[src/rtl/hood_pkg.sv]
// hood_pkg: shared state enum, fan-level constants and seconds type for the range-hood controller
package hood_pkg;
   typedef enum logic [2:0] {
      ST_OFF, ST_STANDBY, ST_L1, ST_L2, ST_HUR, ST_COOLDOWN, ST_CLEAN, ST_DONE
   } state_t;
   localparam logic [1:0] FAN_OFF = 2'd0;
   localparam logic [1:0] FAN_L1  = 2'd1;
   localparam logic [1:0] FAN_L2  = 2'd2;
   localparam logic [1:0] FAN_HUR = 2'd3;
   typedef logic [7:0] sec_t;
   function automatic logic [1:0] fan_of(state_t s);
      return s == ST_L1 ? FAN_L1 :
             (s == ST_L2 || s == ST_COOLDOWN) ? FAN_L2 :
             s == ST_HUR ? FAN_HUR : FAN_OFF;
   endfunction
endpackage

[src/rtl/hood_sec_timer.sv]
// hood_sec_timer: shared seconds countdown.
//   clk, rst      clock, sync active-high reset
//   tick          one-second pulse; decrements a non-zero count
//   load/load_val load strobe and value (load beats tick)
//   count         current remaining seconds
//   expire        tick arriving while count is 1 (count reaches 0 on this edge)
module hood_sec_timer
   import hood_pkg::*;
(
   input  logic clk,
   input  logic rst,
   input  logic tick,
   input  logic load,
   input  sec_t load_val,
   output sec_t count,
   output logic expire
);
   sec_t count_d, count_q;
   always_comb count_d = load ? load_val : (tick && count_q != '0) ? count_q - 8'd1 : count_q;
   always_ff @(posedge clk) count_q <= rst ? '0 : count_d;
   assign count  = count_q;
   assign expire = tick && count_q == 8'd1;
endmodule

[src/rtl/hood_mode_ctrl.sv]
// hood_mode_ctrl: range-hood mode arbiter/sequencer with shared seconds timer.
//   clk, rst                 clock, sync active-high reset
//   tick_1s                  one-second pulse
//   power_on                 power switch level (low forces OFF)
//   req_l1/req_l2/req_hur/req_clean/cancel  request pulses, priority cancel > clean > hur > l2 > l1
//   fan_level                0 off, 1 L1, 2 L2, 3 hurricane
//   cleaning, done           self-clean active / one-clk completion pulse
//   countdown                remaining seconds of the timed mode, else 0
//   hur_used                 hurricane consumed this power cycle
//   clean_reminder           fan-run reminder; only built with HOOD_CLEAN_REMINDER_EN, else 0
module hood_mode_ctrl
   import hood_pkg::*;
#(
   parameter int CLEAN_SEC     = 180,
   parameter int HURRICANE_SEC = 60,
   parameter int COOLDOWN_SEC  = 60,
   parameter int REMIND_SEC    = 36000
)
(
   input  logic       clk,
   input  logic       rst,
   input  logic       tick_1s,
   input  logic       power_on,
   input  logic       req_l1,
   input  logic       req_l2,
   input  logic       req_hur,
   input  logic       req_clean,
   input  logic       cancel,
   output logic [1:0] fan_level,
   output logic       cleaning,
   output logic [7:0] countdown,
   output logic       done,
   output logic       hur_used,
   output logic       clean_reminder
);
   state_t state_d, state_q;
   logic hur_used_d, hur_used_q;
   logic [1:0] fan_level_d, fan_level_q;
   logic cleaning_d, cleaning_q, done_d, done_q;
   logic w_clean, w_hur, w_l2, w_l1, hur_ok;
   logic tmr_load, tmr_expire;
   sec_t tmr_val, tmr_count;
   // only the single highest-priority request is ever visible to the FSM
   assign w_clean = req_clean & ~cancel;
   assign w_hur   = req_hur & ~(cancel | req_clean);
   assign w_l2    = req_l2 & ~(cancel | req_clean | req_hur);
   assign w_l1    = req_l1 & ~(cancel | req_clean | req_hur | req_l2);
   assign hur_ok  = w_hur & ~hur_used_q;
   hood_sec_timer u_timer (
      .clk      (clk),
      .rst      (rst),
      .tick     (tick_1s),
      .load     (tmr_load),
      .load_val (tmr_val),
      .count    (tmr_count),
      .expire   (tmr_expire)
   );
   always_ff @(posedge clk) begin
      if (rst) begin
         state_q     <= ST_OFF;
         hur_used_q  <= 1'b0;
         fan_level_q <= FAN_OFF;
         cleaning_q  <= 1'b0;
         done_q      <= 1'b0;
      end else begin
         state_q     <= state_d;
         hur_used_q  <= hur_used_d;
         fan_level_q <= fan_level_d;
         cleaning_q  <= cleaning_d;
         done_q      <= done_d;
      end
   end
   // requests are evaluated before expiry so a coinciding request wins over the tick
   always_comb begin
      state_d = state_q;
      if (!power_on) state_d = ST_OFF;
      else case (state_q)
         ST_OFF:       state_d = ST_STANDBY;
         ST_STANDBY:   state_d = w_clean ? ST_CLEAN : hur_ok ? ST_HUR : w_l2 ? ST_L2 : w_l1 ? ST_L1 : ST_STANDBY;
         ST_L1, ST_L2: state_d = cancel ? ST_STANDBY : hur_ok ? ST_HUR : w_l2 ? ST_L2 : w_l1 ? ST_L1 : state_q;
         ST_HUR:       state_d = cancel ? ST_COOLDOWN : w_l2 ? ST_L2 : w_l1 ? ST_L1 : tmr_expire ? ST_L2 : ST_HUR;
         ST_COOLDOWN:  state_d = w_l2 ? ST_L2 : w_l1 ? ST_L1 : tmr_expire ? ST_STANDBY : ST_COOLDOWN;
         ST_CLEAN:     state_d = cancel ? ST_STANDBY : tmr_expire ? ST_DONE : ST_CLEAN;
         default:      state_d = ST_STANDBY;
      endcase
      // any state change reloads the timer: duration for timed states, zero otherwise
      tmr_load   = state_d != state_q;
      tmr_val    = state_d == ST_HUR ? sec_t'(HURRICANE_SEC) :
                   state_d == ST_COOLDOWN ? sec_t'(COOLDOWN_SEC) :
                   state_d == ST_CLEAN ? sec_t'(CLEAN_SEC) : '0;
      hur_used_d = power_on && (hur_used_q || (tmr_load && state_d == ST_HUR));
   end
   always_comb begin
      fan_level_d = fan_of(state_d);
      cleaning_d  = state_d == ST_CLEAN;
      done_d      = state_d == ST_DONE;
   end
   assign fan_level = fan_level_q;
   assign cleaning  = cleaning_q;
   assign done      = done_q;
   assign hur_used  = hur_used_q;
   assign countdown = tmr_count;
`ifdef HOOD_CLEAN_REMINDER_EN
   logic [15:0] acc_d, acc_q;
   always_comb acc_d = (state_d == ST_DONE && state_q != ST_DONE) ? '0 :
                       (tick_1s && fan_level_q != FAN_OFF && acc_q != 16'(REMIND_SEC)) ? acc_q + 16'd1 : acc_q;
   always_ff @(posedge clk) acc_q <= rst ? '0 : acc_d;
   assign clean_reminder = acc_q == 16'(REMIND_SEC);
`else
   assign clean_reminder = 1'b0 && REMIND_SEC != 0;
`endif
endmodule

[config.mk]
export PLATFORM = sky130hd
export DESIGN_NAME = hood_mode_ctrl
export DESIGN_NICKNAME = d
export VERILOG_FILES = /design/src/rtl/hood_pkg.sv /design/src/rtl/hood_sec_timer.sv /design/src/rtl/hood_mode_ctrl.sv
export SDC_FILE = /design/constraint.sdc
export NUM_CORES = 1
export LEC_CHECK = 0
export ABC_AREA = 1
export CORE_MARGIN = 2
export CORE_UTILIZATION = 61
export CTS_CLUSTER_DIAMETER = 30
export DETAILED_ROUTE_END_ITERATION = 12
export DONT_BUFFER_PORTS = 1
export HOLD_SLACK_MARGIN = 0.06
export PLACE_DENSITY = 0.87
export SYNTH_ARGS = -nofsm -noshare
export SYNTH_HDL_FRONTEND = slang
export SYNTH_HIERARCHICAL = 1
export SYNTH_SLANG_ARGS = --single-unit
[constraint.sdc]
create_clock -name clk -period 5 [get_ports clk]
set_clock_uncertainty 0.15 [all_clocks]
set_input_delay 0.75 -clock clk [delete_from_list [all_inputs] [get_ports clk]]
set_output_delay 0.75 -clock clk [all_outputs]
set_load 0.02 [all_outputs]
==> metrics.md <==
| Metric | Value |
|---|---|
| RR Startpoint | u_timer/count[1] |
| Worst path max stage delay | 510 ps |
| Final ANT Viol Nets | 0 |
| Remaining Overflow, GRT | 0 |
| Register area share after synthesis | 24.7% |
| Fin util | 68.3% |
| Antenna Cells | 0 |
| Initial antenna violation count | 0 |
| Per-cell routed wire length | 11.7 µm |
| Status | finished clean |
| I/O Buffers | 0 |
| Switch share | 42.8% |
| # resized after CTS | 0 |
| Pint | 0.239 mW |
| Worst reg2reg endpoint | u_timer/count[7] |
| Layout overhead on the synthesized area | 4.54% |
| Combinational power share | 37.6% |
| Worst setup path end | u_timer/count[7] |
| Clock-pin slew on the worst setup and hold paths | 100 ps |
| Seq pwr share | 41.0% |
| Die Y | 50.1 µm |
| Pin count of the biggest net entering global routing | 14 |
| WL met1 | 1.36 mm |
| DP Area | 1320 µm² |
| Met2 Wirelength | 1.28 mm |
| Final Instance Area | 1350 µm² |
| H-tree lvl count | 1 |
| Ys Warns | 6 |
| Ys flop type | dfxtp_1 |
| Setup Buffers After CTS | 0 |
| Gpl congestion | 0.925 |
| Highest clock rate | 367 MHz |
| First-pass GRT wire length | 4.86 mm |
| Share of cells above drive strength 1 | 15.8% |
| Synth top area share | 24.7% |
| RSZ-0062 raised after global routing | no |
| Final hold vios | 0 |
| Starting DRT DRC Count | 73 |
| Gr usage total | 24.8% |
| MaxCap Viol Count | 0 |
| Detailed Routing Iterations Pass 1 | 4 |
| CP top delay family | simple AND/OR/NAND/NOR gates |
| CP endpoint kind | register |
| Num CTS Buffers | 3 |
| R2R cell count | 19 |
| Post-Route Setup TNS | 0 ps |
| Metal3 WL | 229 µm |
| Slew Limit Fails | 0 |
| Dpl cells | 245 |
| Final cell count without fillers | 249 |
| Power per standard cell area | 308 nW/µm² |
| Drt via density | 5.45 |
| WP data required | 5090 ps |
| Final worst-path cycle share | 54.6% |
| Core Area | 1980 µm² |
| CTS tree | built |
| Largest area contributor in the netlist | dfxtp_1 |
| Synth top area cells | dfxtp_1, nand2_1, nand3_1, nor2_1, inv_1 |
| Die area | 2510 µm² |
| Final wirelength | 2.91 mm |
| Clock sinks | 16 |
| Slowest CP cell | dfxtp_1 |
| CP Max Fanout | 11 |
| Clk_lat worst skew | 290 ps |
| WP buf/inv | 2 |
| CP cell instances | inv_1, ha_1, nand3_1, nor2_1, nor2_1, nor2_1, nor2_1, nand2_1, nor2_2, nand3_2, nand2_2, nand2_1, nand2_1, nand3_2, inv_2, nand3_1, nor2_1, nor2_1, nor2_1 |
| Setup violations, final | 0 |
| Startpoint types | register |
| Fin nets | 235 |
| Starting Density | 65.3% |
| Number of synthesized flops with an enable pin | 0 |
| Mapped Cells | 218 |
| # hold bufs at CTS | 0 |
| Clock Path Buffers | 2 |
| Stages on worst setup path | 19 |
| #FFs+latches synth | 16 |
| # rows | 16 |
| R2R setup slack | 2270 ps |
| NetSw | 0.178 mW |
| Min-delay worst type | primary input to register |
| Arr. time, crit path | 2820 ps |
| Root Buffer | clkbuf_4 |
| Mapped cell area | 1290 µm² |
| Cell mode on critical path | nor2_1 |
| DR top layer | met4 |
| Peak supply drop | 205 µV |
| Fin crit period | 2730 ps |
| Vias | 1357 |
| Top Ports | 23 |
| Vias in the first global route | 1173 |
| Syn_area_per_cell | 5.94 µm² |
| Crit. Startpoint | u_timer/count[1] |
| Leakage power | 0.702 nW |
| Most frequent cell after synthesis | nand2_1 |
| Yosys cell types | 28 |
| Die Wd | 50.1 µm |
| Hpwl dp | 2.25 mm |
| Critical path class | register to register |
| Synth top cells by count | nand2_1, nor2_1, nand3_1 |
| Async S/R FF share, synth | 0% |
| Clock power share | 21.3% |
| Residual DRC count | 0 |
## registers in the layout, summed over array words and instances (netlist names)
name           count
cleaning           1
done               1
fan_level          2
hur_used           1
state_q            3
u_timer/count      8
## per-stage QoR
| stage | hold slack [ps] | setup WS [ps] | power [mW] |
|---|---|---|---|
| global route | 340 | 1990 | 0.448 |
| global placement | 470 | 2320 | 0.322 |
| finish | 356 | 2270 | 0.417 |
| detailed placement | 483 | 2250 | 0.328 |
| floorplan | 423 | 2460 | 0.301 |
| CTS | 351 | 2280 | 0.416 |
## metal layers
layer	track usage (%)	vias to the layer above
met5	0	-
met4	8.80	0
met3	4.55	5
met2	37.9	50
met1	34.6	610
li1	-	692
## power groups by stage
stage	clock network, mW	logic (mW)	registers (mW)
2_1_floorplan	0	0.132	0.169
3_3_place_gp	0	0.149	0.174
3_5_place_dp	0	0.153	0.174
4_1_cts	0.0906	0.154	0.171
5_1_grt	0.0952	0.179	0.173
6_report	0.0890	0.157	0.171
## logic make-up after synthesis
logic type,after synthesis,share of synthesized area (%)
compound gates,14,6.09
simple gates,149,54.5
flops,16,24.7
fa+ha+maj,3,2.90
xor+xnor,1,0.676
buf+inv,34,10.8
other cells,1,0.290
## cell type report
cell class	instances	area [µm²]
clock buffers	4	36.3
fillers	181	628
well taps	27	33.8
inverters	31	118
flip-flops and latches	16	320
multi-input cells	171	846
## layout by cell type (no fill, tap or decap), types with 3 or more instances in the layout
cell type | Yosys | routed
clkbuf_4 | 0 | 3
ha_1 | 3 | 3
nand3_2 | 4 | 4
o21ai_0 | 3 | 3
nand4_1 | 3 | 3
nor3_2 | 3 | 3
nand2_1 | 59 | 59
a21oi_1 | 6 | 6
nand2_2 | 5 | 5
nor2_2 | 5 | 5
inv_1 | 22 | 22
nand3_1 | 29 | 29
inv_2 | 8 | 8
conb_1 | 1 | 4
dfxtp_1 | 16 | 16
nor2_1 | 35 | 35
nand2_4 | 3 | 3
## how the worst min path moves through the flow
| stage | start | to | slack, ps | cells past startpoint |
|---|---|---|---|---|
| 6_report | rst | done | 360 | 1 |
| 5_1_grt | rst | u_timer/count[2] | 340 | 1 |
| 4_1_cts | rst | u_timer/count[2] | 350 | 1 |
| 3_5_place_dp | u_timer/count[0] | u_timer/count[0] | 480 | 2 |
| 3_3_place_gp | hur_used | hur_used | 470 | 2 |
| 2_1_floorplan | hur_used | hur_used | 420 | 2 |
(Power assumes the default switching activity.)
